<file path="config.mk">
export PLATFORM = sky130hd
export DESIGN_NAME = instruction_encoder_flat
export DESIGN_NICKNAME = d
export VERILOG_FILES = /design/src/rtl/instruction_encoder_if.sv /design/src/rtl/instruction_encoder.sv /design/src/flat_wrapper.sv
export SDC_FILE = /design/constraint.sdc
export NUM_CORES = 1
export LEC_CHECK = 0
export ABC_AREA = 1
export BUFFER_PORTS_ARGS = -buffer_cell sky130_fd_sc_hd__buf_2
export CORE_UTILIZATION = 40
export CTS_CLUSTER_DIAMETER = 30
export DETAILED_ROUTE_END_ITERATION = 6
export GPL_TIMING_DRIVEN = 0
export PLACE_DENSITY = 0.73
export SLEW_MARGIN = 20
export SYNTH_ARGS = -nofsm -noshare
export SYNTH_HDL_FRONTEND = slang
export SYNTH_SLANG_ARGS = --single-unit
</file>
<file path="constraint.sdc">
create_clock -name clk -period 1.65 [get_ports clk]
set_input_delay 0.33 -clock clk [delete_from_list [all_inputs] [get_ports clk]]
set_output_delay 0.33 -clock clk [all_outputs]
set_load 0.005 [all_outputs]
</file>
<file path="src/rtl/instruction_encoder_if.sv">
// Field-bundle handshake between the host/boot side and the instruction encoder.
// One instruction is presented as separated fields; in_ready is the encoder's back-pressure.
interface instruction_encoder_if;
    logic        in_valid;
    logic        in_ready;
    logic [1:0]  in_fmt;
    logic [5:0]  in_opcode;
    logic [5:0]  in_funct;
    logic [4:0]  in_rs;
    logic [4:0]  in_rt;
    logic [4:0]  in_rd;
    logic [4:0]  in_shamt;
    logic [15:0] in_imm;
    logic [25:0] in_target;
    logic        in_last;

    modport master (
        output in_valid, in_fmt, in_opcode, in_funct, in_rs, in_rt, in_rd,
               in_shamt, in_imm, in_target, in_last,
        input  in_ready
    );

    modport slave (
        input  in_valid, in_fmt, in_opcode, in_funct, in_rs, in_rt, in_rd,
               in_shamt, in_imm, in_target, in_last,
        output in_ready
    );
endinterface

</file>
<file path="src/rtl/instruction_encoder.sv">
// Mini-MIPS instruction encoder: checks field bundles against the decoded ISA,
// packs legal ones into 32-bit words and streams them into instruction memory.
module instruction_encoder #(
    parameter int ADDR_WIDTH = 8,
    parameter int BASE_ADDR  = 0
) (
    input  logic                  clk,
    input  logic                  rst_n,
    input  logic                  start,
    instruction_encoder_if.slave  bus,
    output logic                  imem_we,
    output logic [ADDR_WIDTH-1:0] imem_addr,
    output logic [31:0]           imem_wdata,
    output logic                  busy,
    output logic                  full,
    output logic                  done,
    output logic                  err,
    output logic [7:0]            err_count,
    output logic [ADDR_WIDTH:0]   words_written
);

    localparam logic [ADDR_WIDTH-1:0] BASE  = ADDR_WIDTH'(BASE_ADDR);
    localparam logic [ADDR_WIDTH-1:0] ONE_A = ADDR_WIDTH'(1);
    localparam logic [ADDR_WIDTH:0]   ONE_W = (ADDR_WIDTH+1)'(1);

    typedef enum logic [1:0] {IDLE, LOAD, FULL, DONE} state_t;

    state_t                state;
    logic [ADDR_WIDTH-1:0] wr_ptr;
    logic                  legal;
    logic [31:0]           word;
    logic [4:0]            sh;
    logic [4:0]            rt_r;
    logic [4:0]            rd_r;
    logic [4:0]            rs_i;

    assign bus.in_ready = (state == LOAD);
    assign busy         = (state == LOAD);
    assign full         = (state == FULL);
    assign done         = (state == DONE);

    function automatic logic r_legal(input logic [5:0] f);
        case (f)
            6'h20, 6'h21, 6'h22, 6'h23, 6'h18, 6'h24, 6'h25, 6'h26,
            6'h27, 6'h00, 6'h02, 6'h03, 6'h2a, 6'h08, 6'h10, 6'h12: r_legal = 1'b1;
            default: r_legal = 1'b0;
        endcase
    endfunction

    function automatic logic i_legal(input logic [5:0] op);
        case (op)
            6'h08, 6'h09, 6'h0c, 6'h0d, 6'h0e, 6'h23, 6'h2b, 6'h0f,
            6'h04, 6'h05, 6'h07, 6'h01, 6'h16, 6'h17, 6'h0a, 6'h18: i_legal = 1'b1;
            default: i_legal = 1'b0;
        endcase
    endfunction

    // Fields a format does not use are masked so stale host values never leak into the word.
    always_comb begin
        legal = 1'b0;
        word  = 32'h0;
        sh    = (bus.in_funct == 6'h00 || bus.in_funct == 6'h02 || bus.in_funct == 6'h03)
                ? bus.in_shamt : 5'd0;
        rt_r  = (bus.in_funct == 6'h08) ? 5'd0 : bus.in_rt;
        rd_r  = (bus.in_funct == 6'h08) ? 5'd0 : bus.in_rd;
        rs_i  = (bus.in_opcode == 6'h0f) ? 5'd0 : bus.in_rs;
        case (bus.in_fmt)
            2'd0: begin
                legal = r_legal(bus.in_funct);
                word  = {6'h00, bus.in_rs, rt_r, rd_r, sh, bus.in_funct};
            end
            2'd1: begin
                legal = i_legal(bus.in_opcode);
                word  = {bus.in_opcode, rs_i, bus.in_rt, bus.in_imm};
            end
            2'd2: begin
                legal = (bus.in_opcode == 6'h02) || (bus.in_opcode == 6'h03);
                word  = {bus.in_opcode, bus.in_target};
            end
            default: begin
                legal = (bus.in_funct == 6'h00) || (bus.in_funct == 6'h01);
                word  = {6'h1c, bus.in_rs, bus.in_rt, 10'b0, bus.in_funct};
            end
        endcase
    end

    always_ff @(posedge clk) begin
        if (!rst_n) begin
            state         <= IDLE;
            wr_ptr        <= '0;
            imem_we       <= 1'b0;
            imem_addr     <= '0;
            imem_wdata    <= 32'h0;
            err           <= 1'b0;
            err_count     <= 8'h0;
            words_written <= '0;
        end else begin
            imem_we <= 1'b0;
            if (start) begin
                // start outranks a same-cycle field bundle in every state
                state         <= LOAD;
                wr_ptr        <= BASE;
                words_written <= '0;
                err           <= 1'b0;
                err_count     <= 8'h0;
            end else begin
                case (state)
                    LOAD: begin
                        if (bus.in_valid) begin
                            if (legal) begin
                                imem_we       <= 1'b1;
                                imem_addr     <= wr_ptr;
                                imem_wdata    <= word;
                                wr_ptr        <= wr_ptr + ONE_A;
                                words_written <= words_written + ONE_W;
                            end else begin
                                err <= 1'b1;
                                if (err_count != 8'hff)
                                    err_count <= err_count + 8'd1;
                            end
                            if (bus.in_last)
                                state <= DONE;
                            else if (legal && (&wr_ptr))
                                state <= FULL;
                        end
                    end
                    DONE:    state <= IDLE;
                    default: state <= state;
                endcase
            end
        end
    end

endmodule

</file>
<file path="src/flat_wrapper.sv">
// flat-port wrapper written by rule: the top's interface ports become plain ports
module instruction_encoder_flat 
#(
    parameter int ADDR_WIDTH = 8,
    parameter int BASE_ADDR  = 0
)
  (clk, rst_n, start, imem_we, imem_addr, imem_wdata, busy, full, done, err, err_count, words_written, bus_in_valid, bus_in_fmt, bus_in_opcode, bus_in_funct, bus_in_rs, bus_in_rt, bus_in_rd, bus_in_shamt, bus_in_imm, bus_in_target, bus_in_last, bus_in_ready);
  instruction_encoder_if bus_i ();
  input  logic clk;
  input  logic rst_n;
  input  logic start;
  output logic imem_we;
  output logic [ADDR_WIDTH-1:0] imem_addr;
  output logic [31:0] imem_wdata;
  output logic busy;
  output logic full;
  output logic done;
  output logic err;
  output logic [7:0] err_count;
  output logic [ADDR_WIDTH:0] words_written;
  input wire logic [$bits(bus_i.in_valid)-1:0] bus_in_valid;
  input wire logic [$bits(bus_i.in_fmt)-1:0] bus_in_fmt;
  input wire logic [$bits(bus_i.in_opcode)-1:0] bus_in_opcode;
  input wire logic [$bits(bus_i.in_funct)-1:0] bus_in_funct;
  input wire logic [$bits(bus_i.in_rs)-1:0] bus_in_rs;
  input wire logic [$bits(bus_i.in_rt)-1:0] bus_in_rt;
  input wire logic [$bits(bus_i.in_rd)-1:0] bus_in_rd;
  input wire logic [$bits(bus_i.in_shamt)-1:0] bus_in_shamt;
  input wire logic [$bits(bus_i.in_imm)-1:0] bus_in_imm;
  input wire logic [$bits(bus_i.in_target)-1:0] bus_in_target;
  input wire logic [$bits(bus_i.in_last)-1:0] bus_in_last;
  output wire logic [$bits(bus_i.in_ready)-1:0] bus_in_ready;
  assign bus_i.in_valid = bus_in_valid;
  assign bus_i.in_fmt = bus_in_fmt;
  assign bus_i.in_opcode = bus_in_opcode;
  assign bus_i.in_funct = bus_in_funct;
  assign bus_i.in_rs = bus_in_rs;
  assign bus_i.in_rt = bus_in_rt;
  assign bus_i.in_rd = bus_in_rd;
  assign bus_i.in_shamt = bus_in_shamt;
  assign bus_i.in_imm = bus_in_imm;
  assign bus_i.in_target = bus_in_target;
  assign bus_i.in_last = bus_in_last;
  assign bus_in_ready = bus_i.in_ready;
  instruction_encoder #(.ADDR_WIDTH(ADDR_WIDTH), .BASE_ADDR(BASE_ADDR)) u_core (.clk(clk), .rst_n(rst_n), .start(start), .bus(bus_i), .imem_we(imem_we), .imem_addr(imem_addr), .imem_wdata(imem_wdata), .busy(busy), .full(full), .done(done), .err(err), .err_count(err_count), .words_written(words_written));
endmodule
</file>
## Word-level counts from Yosys, hierarchy flattened

Memories as Yosys holds them, arrays and structs flattened.
Index checks and enable logic that the tools add are counted.

- ROM bits: 128
- Logic and storage cells: 66
- Input bits: 81
- Register bits after elaboration: 69
- Memories: 2
- Output and inout bits: 63

Memory list:

| name | depth | width | rd ports | clocked after memory_dff | write ports | RTL line | RTL |
|---|---|---|---|---|---|---|---|
| (name not given) | 64 | 1 | 1 | 0 | 0 | instruction_encoder.sv:43 | `case (f)` |
| (name not given) | 64 | 1 | 1 | 0 | 0 | instruction_encoder.sv:51 | `case (op)` |

- $add $sub $neg: 3
- Mux-type cells: 12
- Eq/ne operators: 17
- Bitwise operators: 5
- Reductions and logical operators: 18

Operators by type and width:

| cell | count |
|---|---|
| $pmux 32 s3 | 1 |
| $eq 6x2->1 const B | 4 |
| $mux 5 | 4 |
| $add 8x1->8 const B | 2 |
| $eq 6x4->1 const B | 2 |
| $reduce_and 3->1 | 4 |
| $add 9x1->9 const B | 1 |
| $ne 8x8->1 const B | 1 |
| $reduce_and 4->1 | 2 |
| $reduce_and 8->1 | 1 |
| $eq 2x2->1 const B | 3 |
| $eq 6x1->1 const B | 1 |
| $logic_not 6->1 | 1 |
| $mux 2 | 3 |
| $not 1->1 | 5 |
| $eq 2x1->1 const B | 2 |
| $logic_or 1x1->1 | 4 |
| $ne 4x3->1 const B | 1 |
| $pmux 2 s2 | 1 |
| $reduce_or 4->1 | 1 |
| $ne 3x2->1 const B | 1 |
| $ne 3x3->1 const B | 1 |
| $pmux 1 s3 | 1 |
| $reduce_bool 3->1 | 1 |
| 6 further kinds | 7 |

## Longest topological paths before layout

Gate-level depths: netlist of the first run.

- Depth in word-level cells: 9
- Depth in mapped cells: 12
- Gate-level depth less buffers: 12

## Least setup slack after synthesis of the first run

Ideal clock, no wire load.

- Kind: register -> register
- From: register u_core.state[0]
- To: register u_core.imem_wdata[20]
- Data arrival time: 1.428 ns
- Setup slack: 0.152 ns
- Period minus slack after synthesis: 1.498 ns
- Setup time: 0.070 ns
- Buffers on the path: 2
- Cell stages (with the launch flop): 9
- Required time: 1.580 ns
- Cells stage by stage: dfxtp_1 > inv_1 > nor2_1 > inv_1 > nor2_4 > buf_2 > buf_2 > nand4_1 > a21oi_1

- Word-level cells in the longest chain between the ends: 2

RTL lines:

| what | RTL line | RTL |
|---|---|---|
| from (decl) | instruction_encoder.sv:28 | `state_t state;` |
| from (signal assigned) | instruction_encoder.sv:128 | `default: state <= state;` |
| $eq 2x1->1 | n/a |  |
| named net bus_in_ready | flat_wrapper.sv:32 | `output wire logic [$bits(bus_i.in_ready)-1:0] bus_in_ready;` |
| $reduce_and 4->1 (no source line) | n/a |  |
| to (signal assigned) | instruction_encoder.sv:113 | `imem_wdata <= word;` |
| to (decl) | instruction_encoder.sv:13 | `output logic [31:0] imem_wdata,` |

The timed path passes the listed nets, and every way through them passes these cells.
A chain may end at the register's enable or synchronous reset.

## Worst setup path after layout of the first run

- From: register u_core.state[0]
- To: register u_core.imem_wdata[27]

- Word-level cells in the longest chain between the ends: 2

RTL lines:

| what | RTL line | RTL |
|---|---|---|
| $eq 2x1->1 | instruction_encoder.sv:107 | `case (state)` |
| $reduce_and 4->1 (no source line) | n/a |  |

Every way passes these cells.

==> flow_metrics.py, run 1 <==
metrics = {
    "timing": {
        "setup_viol": 0,
        "rsz0062_at_grt": "yes",
        "whs_ps": 263,
        "max_freq_mhz": 633,
        "hold_viol": 0,
        "finalMaxSlewViolations": 0,
        "finalWorstSetupSlack_ps": 70.9,
        "fin_worst_skew_ps": 8.06,
        "setup_tns_ps": 0,
        "worst_slew_pin_slew_ps": 522,
        "fin_crit_ps": 1580,
        "timing.final.crit_share": 0.957,
        "max_slew_margin": 0.652,
    },
    "critical_path": {
        "crit_top_cell": "inv_1",
        "worstSetupEndpointType": "register",
        "path_max_fanout": 10,
        "worst_ep_arrival_time_ps": 1810,
        "crit_required_ps": 1880,
        "cp_slowest_cell": "dfxtp_1",
        "worst-setup-path-type": "reg -> reg",
        "r2r_cells": 9,
        "startpoint_type": "register",
        "cpPeakStageDelay_ps": 330,
        "cp_cell_sequence": "inv_1, nor2_2, inv_1, nor2_4, buf_4, nand3_2, buf_2, nand3_1, o21ai_1",
    },
    "synth": {
        "syn_area_per_cell_sq_um": 7.01,
        "yosysTopAreaCell": "dfxtp_1",
        "synth_ff_type": "dfxtp_1",
        "syn_inst": 515,
        "synth_common_cells": "nand2_1 (110), dfxtp_1 (69), a21oi_1 (54)",
        "ys_ff_latch": 69,
        "synthesis.nets": 599,
        "synth-edff-count": 0,
        "yosys_warnings": 0,
        "ys_types": 31,
        "seq_area_frac_synth": 0.383,
        "syn_area_sq_um": 3610,
        "yosysMostFrequentCell": "nand2_1",
        "async_flop_share": 0,
        "yosysTopAreaCellShare": 0.383,
        "synth_area_leaders": "dfxtp_1 (38%), nand2_1 (11%), a21oi_1 (7.5%), nand4_1 (6.8%), nand3_1 (5.7%)",
    },
    "power_and_ir_drop": {
        "p_switching_mw": 0.980,
        "intPower_mw": 2.76,
        "p_seq_frac": 0.450,
        "leakage_nw": 2.21,
        "ir_drop_mv": 0.431,
        "clkPwrFrac": 0.419,
        "switching_share": 0.262,
        "power_density_nw_per_um2": 784,
        "power_frac_comb": 0.131,
    },
    "hold_path": {
        "hold_depth": 3,
        "hold_path_class": "in -> reg",
    },
    "detailed_routing": {
        "drt_iter0_markers": 175,
        "wl_per_cell_um": 13.9,
        "first_pass_iters": 5,
        "drc": 0,
        "vias": 4107,
        "drt_wl_total_um": 10900,
        "antenna_left": 0,
        "routed_via_density": 5.23,
    },
    "global_route": {
        "top_usage_layer": "met2",
        "first_global_vias": 3801,
        "grt_pass1_wl_um": 18100,
        "grt_use_total": 0.235,
        "antenna_found_initial": 0,
        "use_met2": 0.399,
        "grt_remaining_overflow": 0,
        "grtUsageMet3": 0.0419,
        "met1_usage": 0.298,
        "grt_max_degree": 13,
    },
    "clock_network": {
        "htreeDepth": 3,
        "clk_path_buf_depth": 2,
        "cts_sinks": 69,
        "clkLatencyLatePin_ps": 340,
        "cts-buffers-inserted": 9,
        "cts_tree": "yes",
        "cts-root-buf": "clkbuf_8",
        "clk_pin_slew_worst_paths_ps": 80,
    },
    "placed_design": {
        "dp.final_hpwl_um": 8350,
        "placement.cell_area_sq_um": 4460,
        "port_buffers": 143,
        "place_congestion": 0.938,
        "place_ws_ps": -382,
    },
    "layout": {
        "multi_input_area_sq_um": 1940,
        "seq_area_sq_um": 1380,
        "diodes": 0,
        "syn_to_final_growth_pct": 32.1,
        "nNetsFinal": 756,
        "nFillCells": 858,
        "utilization": 0.547,
        "final_area_sq_um": 4770,
        "layout-drive-gt1-share": 0.290,
    },
    "status": {
        "status": "completed",
    },
    "floorplan": {
        "core_area_sq_um": 8720,
        "die_area_sq_um": 9410,
        "io_pins": 144,
        "die_w_um": 97.0,
        "start_util": 0.414,
        "die_y_um": 97.0,
        "fp-row-count": 34,
    },
    "job": {
        "maxCapViolCount": 0,
    },
}
==> through the flow <==
step	total power, mW	instances
2_1_floorplan	1.98	515
3_3_place_gp	2.17	766
3_5_place_dp	2.18	766
4_1_cts	3.75	785
5_1_grt	3.88	785
6_report	3.74	785
==> registers in the layout, summed over array words and instances (netlist names) <==
register,count
u_core.imem_wdata,32
u_core.words_written,9
u_core.err_count,8
u_core.imem_addr,8
u_core.wr_ptr,8
u_core.state,2
u_core.err,1
u_core.imem_we,1
==> cells by family after synthesis <==
kind of cell    after synthesis  synth area share
compound gates              105             0.162
xor+xnor                     17            0.0413
fa+ha+maj                     3            0.0104
flops                        69             0.383
buf+inv                      80            0.0908
simple gates                241             0.312
==> power by group through the flow <==
stage	Sequential (mW)	Clock (mW)	Combinational, mW
floorplan	1.72	0	0.254
global placement	1.72	0	0.453
detailed placement	1.72	0	0.458
CTS	1.68	1.59	0.469
global route	1.68	1.65	0.543
finish	1.68	1.57	0.489
==> metal layers <==
| metal | vias to the layer above | share of wire |
|---|---|---|
| li1 | 2060 | - |
| met1 | 1892 | 0.44 |
| met2 | 140 | 0.48 |
| met3 | 15 | 0.064 |
| met4 | 0 | 0.015 |
| met5 | - | 0 |
==> cell type report <==
cell class	instances	share of cell area
Timing Repair Buffer	146	0.155
Sequential cell	69	0.290
Multi-Input combinational cell	366	0.408
Clock inverter	5	0.0171
Inverter	51	0.0402
Tap cell	108	0.0283
Clock buffer	11	0.0297
Buffer	29	0.0323
==> worst max-delay path, delay by kind of cell, from the launching register on <==
kind	cells	cell delay, ps
AO/OA/AOI/OAI	1	70
buffers and inverters	4	560
AND/OR/NAND/NOR	4	500
flip-flops	1	330
==> worst paths after layout <==
check                        from                    end  slack (ps)
max               u_core.state[0]  u_core.imem_wdata[27]          70
min reg2reg  u_core.imem_wdata[0]   u_core.imem_wdata[0]         460
max reg2reg       u_core.state[0]  u_core.imem_wdata[27]          70
min             bus_in_target[15]  u_core.imem_wdata[15]         260
==> timing repair <==
item                       4_1_cts  5_1_grt
pin swaps                        1        2
cloned                           0        0
setup endpoints to repair       27       65
buffers inserted                 3        0
gates resized for setup          2       22
hold buffers                     0        0
==> cells in the final DEF (no fill, tap or decap), types with 9 or more instances in the layout <==
cell / n
a21oi_1: 52
buf_2: 149
buf_4: 9
clkbuf_1: 12
clkbuf_8: 10
dfxtp_1: 69
inv_1: 50
nand2_1: 109
nand3_1: 41
nand4_1: 39
nor2_1: 32
o21ai_0: 21
o21ai_1: 11
xor2_1: 11
Note: power is estimated with default switching activity, not from simulation.
==> run 2: changes to the inputs <==
--- a/config.mk
+++ b/config.mk
@@ -5,13 +5,13 @@
 export SDC_FILE = /design/constraint.sdc
 export NUM_CORES = 1
 export LEC_CHECK = 0
-export ABC_AREA = 1
 export BUFFER_PORTS_ARGS = -buffer_cell sky130_fd_sc_hd__buf_2
 export CORE_UTILIZATION = 40
 export CTS_CLUSTER_DIAMETER = 30
 export DETAILED_ROUTE_END_ITERATION = 6
 export GPL_TIMING_DRIVEN = 0
 export PLACE_DENSITY = 0.73
+export SETUP_SLACK_MARGIN = 0.4
 export SLEW_MARGIN = 20
 export SYNTH_ARGS = -nofsm -noshare
 export SYNTH_HDL_FRONTEND = slang
==> flow_metrics.py, run 2 <==
metrics = {
    "timing": {
        "fin_crit_ps": 1970,
        "finalWorstSetupSlack_ps": -320,
        "worst_slew_pin_slew_ps": 662,
        "hold_viol": 0,
        "rsz0062_at_grt": "yes",
        "setup_viol": 68,
        "max_freq_mhz": 508,
        "finalMaxSlewViolations": 0,
        "whs_ps": 276,
        "max_slew_margin": 0.553,
        "setup_tns_ps": -17310,
        "timing.final.crit_share": 1.19,
        "fin_worst_skew_ps": 14.2,
    },
    "layout": {
        "final_common_cell": "buf_2",
        "syn_to_final_growth_pct": 53.8,
        "stdcell_count": 703,
        "diodes": 0,
        "layout-drive-gt1-share": 0.464,
        "final_cell_mix": "buf_2 (136), dfxtp_1 (56), mux2i_1 (27)",
        "nNetsFinal": 674,
        "largest_reg_flops": 32,
        "top_register": "u_core.imem_wdata",
        "reg.largest.list": "u_core.imem_wdata x32, u_core.words_written x9",
        "final_area_sq_um": 5560,
    },
    "critical_path": {
        "worstSetupEndpointType": "register",
        "cpPeakStageDelay_ps": 490,
        "path_max_fanout": 6,
        "startpoint_type": "primary input",
        "worst_ep_arrival_time_ps": 2220,
        "crit_required_ps": 1900,
        "cp_cell_sequence": "buf_6, o311a_1, or4_4, buf_8, a31oi_4, buf_12, buf_4, clkbuf_16, mux2i_1, nor2b_1",
        "cp_slowest_cell": "or4_4",
        "worst-setup-path-type": "in -> reg",
    },
    "detailed_routing": {
        "wl_per_cell_um": 17.0,
        "drt_iter0_markers": 126,
        "vias": 3946,
        "antenna_left": 0,
        "drc": 0,
        "drt_wl_total_um": 12000,
        "first_pass_iters": 6,
        "routed_via_density": 5.61,
    },
    "synth": {
        "ys_types": 52,
        "synth-edff-count": 0,
        "yosysTopAreaCellShare": 0.382,
        "yosysMostFrequentCell": "dfxtp_1",
        "yosys_warnings": 0,
        "synth_area_leaders": "dfxtp_1 (38%), mux2i_1 (7.5%), o211a_1 (6.4%), nor2b_1 (4.7%), nand2_1 (3.5%)",
        "seq_area_frac_synth": 0.382,
        "syn_area_sq_um": 3620,
        "synth_common_cells": "dfxtp_1 (69), nand2_1 (34), mux2i_1 (27), nor2b_1 (27), nor2_1 (26)",
        "yosysTopAreaCell": "dfxtp_1",
        "syn_area_per_cell_sq_um": 8.95,
        "ys_ff_latch": 69,
        "syn_inst": 404,
        "synthesis.nets": 488,
        "synth_ff_type": "dfxtp_1",
        "async_flop_share": 0,
    },
    "clock_network": {
        "cts_tree": "yes",
        "cts-buffers-inserted": 9,
        "htreeDepth": 3,
        "clk_path_buf_depth": 2,
        "cts_sinks": 69,
        "cts-root-buf": "clkbuf_8",
        "clkLatencyLatePin_ps": 360,
        "clk_pin_slew_worst_paths_ps": 80,
    },
    "floorplan": {
        "core_area_sq_um": 8720,
        "start_util": 0.415,
        "fp-row-count": 34,
        "die_area_sq_um": 9430,
        "io_pins": 144,
        "die_y_um": 97.1,
        "die_w_um": 97.1,
    },
    "placed_design": {
        "place_congestion": 0.794,
        "placement.cell_area_sq_um": 4550,
        "dp.cells": 654,
        "dp.final_hpwl_um": 8020,
        "port_buffers": 142,
    },
    "job": {
        "maxCapViolCount": 0,
    },
    "power_and_ir_drop": {
        "power_density_nw_per_um2": 669,
        "finalPower_mw": 3.72,
        "leakage_nw": 2.62,
        "ir_drop_mv": 0.425,
    },
    "status": {
        "status": "complete, but fails checks",
        "violations": "setup timing",
    },
    "global_route": {
        "antenna_found_initial": 0,
        "grt_remaining_overflow": 0,
        "grt_use_total": 0.239,
        "grt_max_degree": 13,
        "grt_pass1_wl_um": 18100,
        "first_global_vias": 3754,
    },
    "hold_path": {
        "hold_path_class": "in -> reg",
    },
}
-- run 2: changes by cell type in the layout (fill, tap and decap cells not counted), sizes merged, moves of 29 or more --
cell / change
nand2: -77
nand4: -37
a21oi: -34
inv: -44
nand3: -29
-- run 2: area by class of cell --
class                      instances  area (sq um)
clock buffer                      10           138
multi-input combinational        299          2380
clock inverter                     6          62.6
sequential                        69          1410
inverter                           8          30.0
buffer                            29           223
timing repair buffer             174          1180
tap                              108           135
fill                             732          3160
-- run 2: critical path, delay by kind of cell --
kind            cells  cell delay (ps)
compound gates      2              520
buf+inv             5              660
mux                 1              170
simple gates        2              550
-- run 2: kinds of logic after synthesis --
| logic type | Yosys count | share of synthesized area |
|---|---|---|
| compound gates | 117 | 0.257 |
| xor+xnor | 6 | 0.0145 |
| fa+ha+maj | 3 | 0.0104 |
| buf+inv | 37 | 0.0505 |
| flops | 69 | 0.382 |
| mux | 27 | 0.0747 |
| simple gates | 145 | 0.211 |
-- run 2: layer usage --
layer / part of all wire / vias up / global-route usage
met5: 0 / - / 0
met1: 0.41 / 1896 / 0.289
met4: 0.015 / 0 / 0.0712
li1: - / 1879 / -
met2: 0.50 / 156 / 0.407
met3: 0.069 / 15 / 0.0719
-- run 2: what timing repair did --
| action | 4_1_cts | 5_1_grt |
|---|---|---|
| pin swaps | 23 | 21 |
| gates cloned | 4 | 3 |
| resized for setup | 60 | 56 |
| buffers inserted | 13 | 13 |
| hold buffers | 0 | 0 |
| endpoints found under the hold margin | 0 | 0 |
| setup endpoints to repair | 79 | 80 |
-- run 2: metrics by stage --
step                       util  worst slack (ps)
after global routing      0.638              -353
after global placement    0.522             -1010
after CTS                 0.589              -292
final                     0.638              -320
after floorplan               -              -391
after detailed placement  0.522              -981
-- run 2: power breakdown --
| part | leakage (nW) | total [mW] | internal (mW) | switching (mW) |
|---|---|---|---|---|
| logic | 1.95 | 0.597 | 0.298 | 0.299 |
| clock network | 0.106 | 1.43 | 0.737 | 0.695 |
| registers | 0.565 | 1.69 | 1.68 | 0.0145 |
| total | 2.62 | 3.72 | 2.71 | 1.01 |
-- run 2: worst paths after layout --
check	startpoint	endpoint	slack (ps)	cells after the start
hold / removal	bus_in_last	u_core.state[1]	280	3
setup reg to reg	u_core.state[0]	u_core.err_count[5]	-150	7
hold reg to reg	u_core.imem_wdata[18]	u_core.imem_wdata[18]	500	1
setup / recovery	bus_in_opcode[1]	u_core.imem_addr[4]	-320	10
